`src/rtl/rv_pkg.sv`:
```
// Shared RV32I constants for the decode/issue stage and the ALU it feeds.
package rv_pkg;
   localparam int XLEN = 32;

   typedef logic [3:0] alu_ctrl_t;
   localparam alu_ctrl_t ALU_ADD  = 4'd0;
   localparam alu_ctrl_t ALU_SUB  = 4'd1;
   localparam alu_ctrl_t ALU_AND  = 4'd2;
   localparam alu_ctrl_t ALU_OR   = 4'd3;
   localparam alu_ctrl_t ALU_XOR  = 4'd4;
   localparam alu_ctrl_t ALU_SLTU = 4'd5;

   localparam logic [6:0] OPC_OP     = 7'b0110011;
   localparam logic [6:0] OPC_OP_IMM = 7'b0010011;

   localparam logic [2:0] F3_ADD  = 3'b000;
   localparam logic [2:0] F3_AND  = 3'b111;
   localparam logic [2:0] F3_OR   = 3'b110;
   localparam logic [2:0] F3_XOR  = 3'b100;
   localparam logic [2:0] F3_SLTU = 3'b011;

   localparam logic [6:0] F7_BASE = 7'b0000000;
   localparam logic [6:0] F7_ALT  = 7'b0100000;

   typedef struct packed {
      logic             valid;
      logic [XLEN-1:0]  a;
      logic [XLEN-1:0]  b;
      alu_ctrl_t        alu_ctrl;
      logic [4:0]       rd;
      logic             reg_wr;
      logic [XLEN-1:0]  pc;
      logic             illegal;
   } id_ex_t;
endpackage

```
`src/rtl/alu_decoder.sv`:
```
// Combinational decode of RV32I OP / OP-IMM into the ALU control code.
module alu_decoder
   import rv_pkg::*;
(
   input  logic [6:0] opcode,
   input  logic [2:0] funct3,
   input  logic [6:0] funct7,
   output alu_ctrl_t  alu_ctrl,
   output logic       illegal,
   output logic       use_imm
);
   always_comb begin
      alu_ctrl = ALU_ADD;
      illegal  = 1'b1;
      use_imm  = 1'b0;
      case (opcode)
         OPC_OP: begin
            illegal = 1'b0;
            case (funct3)
               F3_ADD:  if (funct7 == F7_BASE) alu_ctrl = ALU_ADD;
                        else if (funct7 == F7_ALT) alu_ctrl = ALU_SUB;
                        else illegal = 1'b1;
               F3_AND:  if (funct7 == F7_BASE) alu_ctrl = ALU_AND;  else illegal = 1'b1;
               F3_OR:   if (funct7 == F7_BASE) alu_ctrl = ALU_OR;   else illegal = 1'b1;
               F3_XOR:  if (funct7 == F7_BASE) alu_ctrl = ALU_XOR;  else illegal = 1'b1;
               F3_SLTU: if (funct7 == F7_BASE) alu_ctrl = ALU_SLTU; else illegal = 1'b1;
               default: illegal = 1'b1;
            endcase
         end
         OPC_OP_IMM: begin
            // funct7 is part of the immediate here, so it plays no role
            use_imm = 1'b1;
            illegal = 1'b0;
            case (funct3)
               F3_ADD:  alu_ctrl = ALU_ADD;
               F3_AND:  alu_ctrl = ALU_AND;
               F3_OR:   alu_ctrl = ALU_OR;
               F3_XOR:  alu_ctrl = ALU_XOR;
               F3_SLTU: alu_ctrl = ALU_SLTU;
               default: illegal = 1'b1;
            endcase
         end
         default: illegal = 1'b1;
      endcase
      if (illegal) alu_ctrl = ALU_ADD;
   end
endmodule

```
`src/rtl/id_ex_stage.sv`:
```
// Decode/issue stage: operand forwarding, immediate generation and the ID/EX register.
module id_ex_stage
   import rv_pkg::*;
#(
   parameter int              XLEN     = 32,
   parameter logic [XLEN-1:0] RESET_PC = 32'h0000_0000
) (
   input  logic            clk,
   input  logic            rst_n,
   input  logic            in_valid,
   input  logic [31:0]     in_instr,
   input  logic [XLEN-1:0] in_pc,
   input  logic [XLEN-1:0] rf_rs1_data,
   input  logic [XLEN-1:0] rf_rs2_data,
   input  logic            exmem_reg_wr,
   input  logic [4:0]      exmem_rd,
   input  logic [XLEN-1:0] exmem_result,
   input  logic            memwb_reg_wr,
   input  logic [4:0]      memwb_rd,
   input  logic [XLEN-1:0] memwb_result,
   input  logic            stall,
   input  logic            flush,
   output logic            ex_valid,
   output logic [XLEN-1:0] ex_a,
   output logic [XLEN-1:0] ex_b,
   output logic [3:0]      ex_alu_ctrl,
   output logic [4:0]      ex_rd,
   output logic            ex_reg_wr,
   output logic [XLEN-1:0] ex_pc,
   output logic            ex_illegal
);
   logic [4:0]      rs1, rs2, rd;
   logic [XLEN-1:0] fwd_a, fwd_b, imm;
   alu_ctrl_t       dec_ctrl;
   logic            dec_illegal, dec_use_imm;
   id_ex_t          q, nxt;

   assign rs1 = in_instr[19:15];
   assign rs2 = in_instr[24:20];
   assign rd  = in_instr[11:7];
   assign imm = {{(XLEN-12){in_instr[31]}}, in_instr[31:20]};

   alu_decoder u_dec (
      .opcode   (in_instr[6:0]),
      .funct3   (in_instr[14:12]),
      .funct7   (in_instr[31:25]),
      .alu_ctrl (dec_ctrl),
      .illegal  (dec_illegal),
      .use_imm  (dec_use_imm)
   );

   // EX/MEM is younger than MEM/WB, so it wins when both target the same register
   always_comb begin
      fwd_a = rf_rs1_data;
      if (exmem_reg_wr && exmem_rd == rs1 && rs1 != 5'd0)      fwd_a = exmem_result;
      else if (memwb_reg_wr && memwb_rd == rs1 && rs1 != 5'd0) fwd_a = memwb_result;
      fwd_b = rf_rs2_data;
      if (exmem_reg_wr && exmem_rd == rs2 && rs2 != 5'd0)      fwd_b = exmem_result;
      else if (memwb_reg_wr && memwb_rd == rs2 && rs2 != 5'd0) fwd_b = memwb_result;
   end

   always_comb begin
      nxt          = '0;
      nxt.pc       = in_pc;
      if (in_valid) begin
         nxt.a        = fwd_a;
         nxt.b        = dec_use_imm ? imm : fwd_b;
         nxt.rd       = rd;
         nxt.illegal  = dec_illegal;
         nxt.valid    = !dec_illegal;
         nxt.alu_ctrl = dec_illegal ? ALU_ADD : dec_ctrl;
         nxt.reg_wr   = !dec_illegal && rd != 5'd0;
      end
   end

   always_ff @(posedge clk or negedge rst_n) begin
      if (!rst_n) begin
         q    <= '0;
         q.pc <= RESET_PC;
      end else if (flush) begin
         q    <= '0;
         q.pc <= q.pc;
      end else if (!stall) begin
         q    <= nxt;
      end
   end

   assign ex_valid    = q.valid;
   assign ex_a        = q.a;
   assign ex_b        = q.b;
   assign ex_alu_ctrl = q.alu_ctrl;
   assign ex_rd       = q.rd;
   assign ex_reg_wr   = q.reg_wr;
   assign ex_pc       = q.pc;
   assign ex_illegal  = q.illegal;
endmodule

```
`config.mk`:
```
export PLATFORM = sky130hd
export DESIGN_NAME = id_ex_stage
export DESIGN_NICKNAME = d
export VERILOG_FILES = /design/src/rtl/rv_pkg.sv /design/src/rtl/alu_decoder.sv /design/src/rtl/id_ex_stage.sv
export SDC_FILE = /design/constraint.sdc
export NUM_CORES = 1
export LEC_CHECK = 0
export BUFFER_PORTS_ARGS = -buffer_cell sky130_fd_sc_hd__buf_4
export CORE_AREA = 5 5 167 89
export DETAILED_ROUTE_END_ITERATION = 8
export DIE_AREA = 0 0 172 94
export PLACE_DENSITY = 0.91
export SYNTH_ARGS = -nofsm -noshare
export SYNTH_HDL_FRONTEND = slang
export SYNTH_HIERARCHICAL = 1
export SYNTH_SLANG_ARGS = --single-unit
```
`constraint.sdc`:
```
create_clock -name clk -period 1.2 [get_ports clk]
set_input_delay 0.06 -clock clk [delete_from_list [all_inputs] [get_ports clk]]
set_output_delay 0.06 -clock clk [all_outputs]
set_load 0.02 [all_outputs]
```
# After elaboration in Yosys (flattened, before gate mapping)
# Cells that the tools add are included.
# op_classes
n_eq_ne,12
mux,26
bitwise,2
n_reduce_logical,18
# op_table
operator,count
$mux 108,2
$mux 32,5
$mux 75,1
$eq 5x5->1,4
$pmux 4 s5,1
$reduce_bool 5->1,3
$eq 7x6->1 const B,2
$pmux 3 s4,1
$eq 3x3->1 const B,3
$logic_and 1x1->1,9
$mux 4,2
$pmux 4 s2,1
$eq 7x5->1 const B,1
$logic_not 7->1,1
$mux 1,7
$mux 3,2
$reduce_or 5->1,1
$mux 2,2
$pmux 1 s2,2
$reduce_or 4->1,1
$eq 3x2->1 const B,1
$logic_not 3->1,1
$ne 2x1->1 const B,1
$not 1->1,2
other kinds (2),2
# word_totals
reg_bits,108
input_bits,209
output_inout_bits,108
word_cells,66

# Depth between registers and ports, before layout
# Gate-level depths: netlist of the first run.
# logic_depth
depth_word,10
mapped_depth,7
ltp_nobuf,6

# Modules after synthesis
# Netlist of the first run, hierarchy kept.
# modules_own_cells
mod,n_inst,cells_each,area_per_inst_um2,seq_area_each_um2
id_ex_stage,1,565,5736.8,2702.6
alu_decoder,1,25,166.4,0.0

# Least setup slack after synthesis of the first run
# OpenSTA, ideal clock, no wires.
# synth_path
kind,input to register
from,input port in_instr[6]
to,register q (netlist bit ex_b[10])
setup_time_ns,0.094
arrival_ns,1.552
required_ns,1.106
path_slack_ns,-0.445
path_stages,7
path_buffers,3
cell_sequence,nand4b_1 nor4_1 clkbuf_1 clkbuf_1 clkbuf_1 a211oi_1 a211oi_1
# synth_via
elab_chain_len,6
# synth_rtl
item,line,text
start: declaration,id_ex_stage.sv:11,"input logic [31:0] in_instr,"
$eq 7x5->1,alu_decoder.sv:16,case (opcode)
$mux 1,alu_decoder.sv:16,
named net dec_use_imm,id_ex_stage.sv:35,"logic dec_illegal, dec_use_imm;"
$mux 32,id_ex_stage.sv:67,nxt.b = dec_use_imm ? imm : fwd_b;
$mux 75,id_ex_stage.sv:65,if (in_valid) begin
$mux 108,id_ex_stage.sv:83,end else if (!stall) begin
$mux 108,id_ex_stage.sv:80,end else if (flush) begin
end signal: assignment,id_ex_stage.sv:84,q <= nxt;
end: declaration,id_ex_stage.sv:36,"id_ex_t q, nxt;"
# The timed path passes the listed nets, and every way through them passes these cells. The select of a mux whose other input is x is not followed.
# A chain may end at the register's enable or synchronous reset.

# Worst setup path after layout of the first run
# layout_path
from,input port in_instr[15]
to,register q (netlist bit ex_a[4])
# layout_via
elab_chain_len,8
word_cells_on_any_way,12
cone_classes,eq/ne (2); mux (5); reduce/logical (5)
# layout_rtl
item,line,text
$eq 5x5->1,id_ex_stage.sv:56,else if (memwb_reg_wr && memwb_rd == rs1 && rs1 != 5'd0) fwd_a = memwb_result;
$logic_and 1x1->1 (2 in series),id_ex_stage.sv:56,
$mux 32,id_ex_stage.sv:56,
$mux 32 (*),id_ex_stage.sv:55,if (exmem_reg_wr && exmem_rd == rs1 && rs1 != 5'd0) fwd_a = exmem_result;
$mux 75 (*),id_ex_stage.sv:65,
$mux 108 (*),id_ex_stage.sv:83,
$mux 108 (*),id_ex_stage.sv:80,
# Mark *: on every way between the ends. The rest lies on a longest branch, timed or not. The select of a mux whose other input is x is not followed.

==> results of run 1 <==
[per-stage QoR]
stage | total power, µW | hold WS [ps] | setup TNS [ps]
2_1_floorplan | 5060 | -236 | -15930
3_3_place_gp | 6470 | -68.2 | -36910
3_5_place_dp | 6530 | -67.0 | -39190
4_1_cts | 9740 | 0.320 | -9490
5_1_grt | 10400 | 0.198 | -15810
6_report | 9990 | 7.27 | -11880
[worst max-delay path by stage]
stage	start	endpoint	cells after the start
after floorplan	in_instr[21]	ex_b[0]$_DFFE_PN0P_	7
after global placement	in_instr[21]	ex_b[29]$_DFFE_PN0P_	7
after detailed placement	in_instr[22]	ex_b[0]$_DFFE_PN0P_	8
after CTS	in_instr[22]	ex_b[15]$_DFFE_PN0P_	8
after global routing	in_instr[22]	ex_b[13]$_DFFE_PN0P_	8
final	in_instr[15]	ex_a[4]$_DFFE_PN0P_	9
[power by group through the flow]
stage	clock, µW	combinational (µW)	sequential, µW
floorplan	0	642	4420
global placement	0	2370	4100
detailed placement	0	2420	4110
CTS	3110	2580	4050
global route	3250	3020	4100
finish	3040	2870	4080
[registers in the layout, indices dropped and copies added (netlist names)]
| register | cells |
|---|---|
| ex_a | 32 |
| ex_b | 32 |
| ex_pc | 32 |
| ex_rd | 5 |
| ex_alu_ctrl | 4 |
| ex_illegal | 1 |
| ex_reg_wr | 1 |
| ex_valid | 1 |
[placed cells by master, fill, tap and decap left out, types with 5 or more instances in the layout]
cell / instances
mux2_2: 33
nor2_4: 5
nand2_1: 39
xnor2_1: 15
o221ai_2: 31
inv_1: 58
a22o_1: 10
a211oi_4: 8
clkbuf_16: 12
nand2b_1: 9
o31ai_2: 5
nor3_1: 26
a22oi_1: 8
a211oi_2: 26
nor2_1: 20
mux2i_1: 30
mux2i_4: 7
dlygate4sd3_1: 40
a21oi_1: 21
buf_6: 13
dfrtp_1: 108
buf_4: 361
a211oi_1: 6
buf_12: 19
o31ai_1: 19
[cell families after synthesis]
logic type,count (synthesis),synth area share [%]
AO/OA/AOI/OAI,156,20.6
XOR/XNOR,21,3.12
buffers and inverters,106,7.31
flip-flops,108,45.8
multiplexers,74,13.2
other,1,0.0635
AND/OR/NAND/NOR,124,9.92
[cell type report]
class,count,area share [%]
clock buffer,9,2.09
clock inverter,7,0.733
inverter,58,2.03
multi-input combinational,376,32.6
sequential,108,25.1
tap,176,2.05
timing repair buffer,441,35.4
[worst min-delay path, cell delays in order]
cell	delay (ps)
buf_4	90
mux2i_4	60
o221ai_2	110
[routing by layer]
layer  up-vias  GRT usage, %
met5         -             0
met4         0          7.39
met3       103          8.15
met2       527          51.2
met1      3374          40.7
li1       2952             -
[repair_timing]
| action | in CTS | in global routing |
|---|---|---|
| gates resized for setup | 51 | 100 |
| pin swaps | 22 | 29 |
| buffers inserted | 3 | 6 |
| hold buffers | 39 | 1 |
| endpoints found under the hold margin | 147 | 1 |
| endpoints found under the setup margin | 67 | 68 |
| gates cloned | 1 | 4 |
==> results.json, run 1 <==
{
  "min_to": "ex_a[3]$_DFFE_PN0P_",
  "async_flop_share_pct": 100,
  "final_util_pct": 81.4,
  "vias_per_cell": 5.92,
  "hold_depth": 3,
  "routedWlPerCell_um": 24.7,
  "grt_pass1_wl_um": 38600,
  "power_switching_uw": 3120,
  "grt_pass1_vias": 6990,
  "synth_edf_count": 0,
  "finClkSkew_ps": 0,
  "dp_hpwl_um": 18500,
  "clockPowerShare_pct": 30.4,
  "wl_met1_um": 10700,
  "yosys.area.top_type": "dfrtp_1",
  "dpl.cell_count": 1108,
  "synthMostInstantiatedCell": "dfrtp_1",
  "powerDensity_nw_per_um2": 929,
  "htreeDepth": 3,
  "required_ps": 1410,
  "gr-total-overflow": 0,
  "outcome": "complete, but fails checks",
  "hold_path_class": "input pin to flip-flop",
  "rsz0062_at_grt": "true",
  "ant_nets": 0,
  "clk_latency_ps": 340,
  "ys_ff_latch": 108,
  "cts-root-buf": "clkbuf_16",
  "synth_cell_type_count": 44,
  "pin_count": 317,
  "yosysWarnings": 6,
  "place_area_um2": 9110,
  "cp_slowest_stage_delay_ps": 540,
  "post-place-ws_ps": -694,
  "fill_cells": 715,
  "hold_violations": 0,
  "vias": 6956,
  "multi_input_area_um2": 3500,
  "gp_congestion": 0.901,
  "cts_buffers": 9,
  "synth_area_um2": 5900,
  "top_layer": "met4",
  "ys_top_cells_by_count": "108 x dfrtp_1, 58 x inv_1, 41 x mux2i_1",
  "p_int_uw": 6860,
  "routed_wl_um": 29000,
  "cpMaxStageDelayCell": "or4_4",
  "synth_top_area_share_pct": 45.8,
  "cts_buffer_depth": 2,
  "wl_met2_um": 14100,
  "fin_area_um2": 10800,
  "drive_gt1_share_pct": 56.4,
  "arrival_ps": 1750,
  "fin_nets": 1203,
  "met3_length_um": 3190,
  "clk_pin_slew_ps": 90,
  "regArea_um2": 2700,
  "fp-row-count": 30,
  "dieWidth_um": 172,
  "antenna_cells": 0,
  "cp_cell_sequence": "buf_8 > or4_4 > nor2_4 > buf_6 > nor3_4 > buf_12 > buf_12 > mux2i_1 > o221ai_2",
  "maxCapViolCount": 0,
  "layout_min_cycle_time_ps": 1540,
  "p_seq_share_pct": 40.8,
  "firstDrtPassIters": 5,
  "regToRegSetupSlack_ps": 0,
  "max-vdd-ir-drop_mv": 0.787,
  "end_kind": "flip-flop",
  "min_from": "rf_rs1_data[3]",
  "swShare_pct": 31.3,
  "core_area_um2": 13200,
  "cp-start-kind": "input pin",
  "crit_family": "simple AND/OR/NAND/NOR gates",
  "worst-path-buf-inv": 4,
  "port_buffers": 316,
  "fmax_mhz": 650,
  "stdcell_count": 1175,
  "r2r-end": "ex_b[4]$_DFFE_PN0P_",
  "critical_path_class": "input pin to flip-flop",
  "initial_utilization_pct": 44.7,
  "min_period_over_period_pct": 128,
  "syn-num-nets": 799,
  "cp_max_fo": 8,
  "synth_cells": 590,
  "syn_avg_cell_area_um2": 10.0,
  "drc_errors": 0,
  "yosysSeqAreaShare_pct": 45.8,
  "cts_tree": "built",
  "rr_startpoint": "ex_b[4]$_DFFE_PN0P_",
  "power.leakage_uw": 0.00508,
  "slew_viol_final": 0,
  "die-height_um": 94,
  "combPwrFrac_pct": 28.8,
  "grt_start_max_net_pins": 48,
  "violations": "setup timing",
  "setup_violations": 64,
  "grt_use_total_pct": 30.9,
  "synth-main-ff-cell": "dfrtp_1",
  "numClockSinks": 108,
  "area_growth_pct": 82.1,
  "drt_iter0_drc": 782,
  "ys_top_cells_by_area": "dfrtp_1 46%, mux2i_1 7.0%, mux2_2 6.3%",
  "rr_worst_depth": 2,
  "critPathMostFrequentCell": "buf_12",
  "design.die.area_um2": 16200,
  "antenna_found_initial": 0,
  "setup_slack_ps": -338
}
Power figures use the tool's default switching activity.
==> run 2: changes to the inputs <==
--- a/config.mk
+++ b/config.mk
@@ -9,6 +9,7 @@
 export CORE_AREA = 5 5 167 89
 export DETAILED_ROUTE_END_ITERATION = 8
 export DIE_AREA = 0 0 172 94
+export MAX_ROUTING_LAYER = met4
 export PLACE_DENSITY = 0.91
 export SYNTH_ARGS = -nofsm -noshare
 export SYNTH_HDL_FRONTEND = slang
==> run 2 against run 1 <==
  * The run still ends with setup timing left
  * Critical path depth shrank 1
  * Critical path type unchanged
  * Sequential share of layout area grew 1.1 points
  * Total power grew 1.1%
==> results.json, run 2 (synthesized netlist as in run 1, its figures left out) <==
{
  "total_power_uw": 10100,
  "antenna_found_initial": 0,
  "vias_per_cell": 5.71,
  "required_ps": 1410,
  "gp_congestion": 0.922,
  "dpl.cell_count": 1108,
  "grt_pass1_vias": 7050,
  "firstDrtPassIters": 5,
  "hold_path_class": "input pin to flip-flop",
  "grt_start_max_net_pins": 48,
  "numClockSinks": 108,
  "clk_pin_slew_ps": 90,
  "grt_use_total_pct": 32.1,
  "drive_gt1_share_pct": 51.7,
  "port_buffers": 316,
  "dp_hpwl_um": 18900,
  "critical_path_class": "input pin to flip-flop",
  "cts_buffers": 9,
  "drc_errors": 0,
  "fp-row-count": 30,
  "antenna_cells": 0,
  "setup_slack_ps": -249,
  "gr-total-overflow": 0,
  "violations": "setup timing",
  "outcome": "complete, but fails checks",
  "pin_count": 317,
  "post-place-ws_ps": -700,
  "clk_latency_ps": 330,
  "layout_commonest_cell": "buf_4",
  "initial_utilization_pct": 44.7,
  "die-height_um": 94,
  "end_kind": "flip-flop",
  "max-vdd-ir-drop_mv": 0.706,
  "hold_violations": 0,
  "maxCapViolCount": 0,
  "cp-start-kind": "input pin",
  "cts_tree": "built",
  "drt_iter0_drc": 576,
  "cts-root-buf": "clkbuf_16",
  "layout_min_cycle_time_ps": 1450,
  "vias": 6664,
  "finClkSkew_ps": 0,
  "routed_wl_um": 26300,
  "cts_buffer_depth": 2,
  "dieWidth_um": 172,
  "powerDensity_nw_per_um2": 982,
  "ant_nets": 0,
  "core_area_um2": 13200,
  "power.leakage_uw": 0.00492,
  "whs_ps": 14.8,
  "fmax_mhz": 690,
  "final_util_pct": 77.8,
  "min_period_over_period_pct": 121,
  "final_cell_mix": "363 x buf_4, 108 x dfrtp_1, 58 x inv_1, 39 x nand2_1, 38 x dlygate4sd3_1",
  "grt_pass1_wl_um": 39100,
  "cp_max_fo": 21,
  "stdcell_count": 1167,
  "slew_viol_final": 0,
  "design.die.area_um2": 16200,
  "setup_violations": 64,
  "rsz0062_at_grt": "true",
  "routedWlPerCell_um": 22.6,
  "area_growth_pct": 74.2,
  "fin_nets": 1195,
  "arrival_ps": 1660,
  "htreeDepth": 3
}
run 2: layout make-up:
class / instances / area [µm²]
clock buffer: 9 / 225
clock inverter: 7 / 105
fill: 808 / 2930
inverter: 58 / 218
multi-input combinational: 376 / 3140
sequential: 108 / 2700
tap: 176 / 220
timing repair buffer: 433 / 3670
run 2: final timing paths:
path | startpoint | endpoint | slack [ps] | cells after the start
min | rf_rs1_data[7] | ex_a[7]$_DFFE_PN0P_ | 10 | 3
max reg2reg | ex_b[4]$_DFFE_PN0P_ | ex_b[4]$_DFFE_PN0P_ | 90 | 2
max | in_instr[21] | ex_b[18]$_DFFE_PN0P_ | -250 | 8
min in group asynchronous | rst_n | ex_pc[0]$_DFFE_PN0P_ | 90 | 2
min reg2reg | ex_valid$_DFFE_PN0P_ | ex_valid$_DFFE_PN0P_ | 480 | 1
max in group asynchronous | rst_n | ex_b[27]$_DFFE_PN0P_ | 570 | 3
run 2: metrics by stage:
step	TNS (ps)	instance area (µm²)
after floorplan	-15930	6010
after global placement	-35260	9110
after detailed placement	-36870	9110
after CTS	-9870	10100
after global routing	-14060	10300
final	-10410	10300
run 2: metal layers:
layer / vias to the layer above / wire length (µm) / global-route usage [%]
li1: 2941 / - / -
met1: 3240 / 10500 / 41.5
met5: - / 0 / -
met4: 0 / 773 / 9.48
met2: 417 / 12500 / 50.9
met3: 66 / 2620 / 7.61
run 2: repair_timing:
item                                   4_1_cts  5_1_grt
buffers inserted                             2        3
cloned                                       0        1
pin swaps                                   14       17
setup endpoints to repair                   65       67
resized for setup                           53       36
hold buffers                                38        0
endpoints found under the hold margin      146        0
run 2: where the power goes:
group | switching (µW) | leakage (µW) | total (µW) | internal, µW
logic | 1280 | 0.00335 | 2690 | 1410
clock network | 1470 | 0.000159 | 3340 | 1870
registers | 176 | 0.00141 | 4070 | 3890
run 2: worst max-delay path, stage by stage:
cell and delay [ps]:
buf_6 90, or4_4 550, o211ai_1 240, buf_4 160, nor2_4 50, buf_12 160
a211oi_1 220, o31ai_1 120
==> run 3: changes to the inputs <==
--- a/config.mk
+++ b/config.mk
@@ -6,11 +6,11 @@
 export NUM_CORES = 1
 export LEC_CHECK = 0
 export BUFFER_PORTS_ARGS = -buffer_cell sky130_fd_sc_hd__buf_4
-export CORE_AREA = 5 5 167 89
+export CORE_AREA = 5 5 190 100
 export DETAILED_ROUTE_END_ITERATION = 8
-export DIE_AREA = 0 0 172 94
+export DIE_AREA = 0 0 195 105
 export MAX_ROUTING_LAYER = met4
-export PLACE_DENSITY = 0.91
+export PLACE_DENSITY = 0.76
 export SYNTH_ARGS = -nofsm -noshare
 export SYNTH_HDL_FRONTEND = slang
 export SYNTH_HIERARCHICAL = 1
==> run 3 against run 2 <==
  * The flow still finishes with violations (setup timing)
  * Clock power hardly changed
  * Final cell count increased by 8.1%
  * Critical path depth unchanged
  * Total power grew 2.9%
  * Cell area up 9.8%
  * Core utilization is 12 points lower
  * Setup slack worse by 47 ps
  * Combinational power is 12% higher
  * Die area is 27% higher
  * Non-clock buffer count rose by 34
  * Flip-flop and latch count stayed put
  * Clock skew unchanged
  * Largest cell class unchanged
==> results.json, run 3 (synthesized netlist as in run 1, its figures left out) <==
{
  "cp-start-kind": "input pin",
  "violations": "setup timing",
  "end_kind": "flip-flop",
  "grt_use_total_pct": 26.8,
  "cts_buffers": 9,
  "dieWidth_um": 195,
  "grt_start_max_net_pins": 49,
  "layout_min_cycle_time_ps": 1500,
  "finClkSkew_ps": 0,
  "pin_count": 317,
  "core_area_um2": 17100,
  "firstDrtPassIters": 5,
  "powerDensity_nw_per_um2": 920,
  "fp-row-count": 34,
  "vias": 6838,
  "grt_pass1_wl_um": 42000,
  "ant_nets": 0,
  "design.die.area_um2": 20500,
  "fmax_mhz": 668,
  "clk_pin_slew_ps": 70,
  "crit_start": "in_instr[21]",
  "cts_buffer_depth": 2,
  "numClockSinks": 108,
  "place_area_um2": 9160,
  "port_buffers": 316,
  "routedWlPerCell_um": 22.9,
  "rsz0062_at_grt": "true",
  "worstMarginPinSlew_ps": 546,
  "grt_pass1_vias": 7159,
  "antenna_found_initial": 1,
  "routed_wl_um": 28900,
  "htreeDepth": 3,
  "maxCapViolCount": 0,
  "hold_path_class": "input pin to flip-flop",
  "setup_slack_ps": -296,
  "fin_area_um2": 11300,
  "setup_violations": 64,
  "gp_congestion": 0.894,
  "clk_latency_ps": 340,
  "outcome": "complete, but fails checks",
  "drc_errors": 0,
  "drive_gt1_share_pct": 57.1,
  "cp_max_fo": 14,
  "drt_iter0_drc": 486,
  "min_period_over_period_pct": 125,
  "min_from": "rf_rs1_data[1]",
  "critical_path_class": "input pin to flip-flop",
  "max-vdd-ir-drop_mv": 0.611,
  "die-height_um": 105,
  "gr-total-overflow": 0,
  "power.leakage_uw": 0.00521,
  "cts-root-buf": "clkbuf_16",
  "slew_viol_final": 0,
  "fill_cells": 1311,
  "arrival_ps": 1750,
  "slew_headroom_pct": 62.6,
  "cts_tree": "built",
  "hold_violations": 0,
  "vias_per_cell": 5.42,
  "initial_utilization_pct": 34.5,
  "rr_startpoint": "ex_b[0]$_DFFE_PN0P_",
  "fin_nets": 1230,
  "final_cell_mix": "368 x buf_4, 108 x dfrtp_1, 58 x inv_1, 56 x dlygate4sd3_1, 38 x nand2_1",
  "area_growth_pct": 91.2,
  "layout_commonest_cell": "buf_4",
  "dp_hpwl_um": 19500,
  "post-place-ws_ps": -738,
  "required_ps": 1460
}
run 3: metrics by stage:
step / total power [µW] / cells / hold WS [ps] / setup TNS [ps] / util, %
2_1_floorplan: 5060 / 590 / -236 / -15930 / -
3_3_place_gp: 6490 / 1165 / 84.1 / -42110 / 53.6
3_5_place_dp: 6550 / 1165 / 86.1 / -42800 / 53.6
4_1_cts: 10200 / 1248 / 1.82 / -9450 / 62.9
5_1_grt: 10800 / 1261 / 0.135 / -14940 / 66.0
6_report: 10400 / 1261 / 14.6 / -12740 / 66.0
run 3: routing by layer:
metal  GRT usage [%]  wire length, µm
met3            8.39             2640
met2            40.7            13400
met4            5.93              495
met1            35.3            12300
met5               -                0
run 3: power by group:
group	internal [µW]	switching (µW)
Sequential	3890	163
Clock	1900	1430
Combinational	1580	1420
Total	7370	3020
run 3: area by class of cell:
type                       instances  area [µm²]  share of cell area [%]
multi-input combinational        377        3620                    32.1
clock inverter                     5        83.8                   0.743
inverter                          58         218                    1.93
tap                              234         293                    2.59
timing repair buffer             467        4120                    36.5
sequential                       108        2700                    23.9
antenna                            1        2.50                  0.0222
clock buffer                      11         243                    2.15
run 3: worst paths after layout:
check | endpoint | slack [ps] | depth (start not counted)
hold / removal | ex_a[1]$_DFFE_PN0P_ | 10 | 3
setup reg to reg | ex_b[0]$_DFFE_PN0P_ | 20 | 2
hold reg to reg | ex_a[2]$_DFFE_PN0P_ | 490 | 2
max in group asynchronous | ex_b[24]$_DFFE_PN0P_ | 690 | 3
setup / recovery | ex_b[10]$_DFFE_PN0P_ | -300 | 8
min in group asynchronous | ex_pc[24]$_DFFE_PN0P_ | 250 | 3
run 3: what timing repair did:
action / 4_1_cts / 5_1_grt
buffers inserted: 11 / 7
hold buffers: 51 / 5
setup endpoints to repair: 68 / 69
gates resized for setup: 101 / 78
cloned: 6 / 3
endpoints found under the hold margin: 158 / 4
pin swaps: 26 / 30
run 3: worst max-delay path: stages:
cell	delay, ps
buf_6	90
or4_4	540
o211ai_1	260
buf_4	160
or2_4	180
buf_12	170
a2111oi_2	60
a211oi_1	220
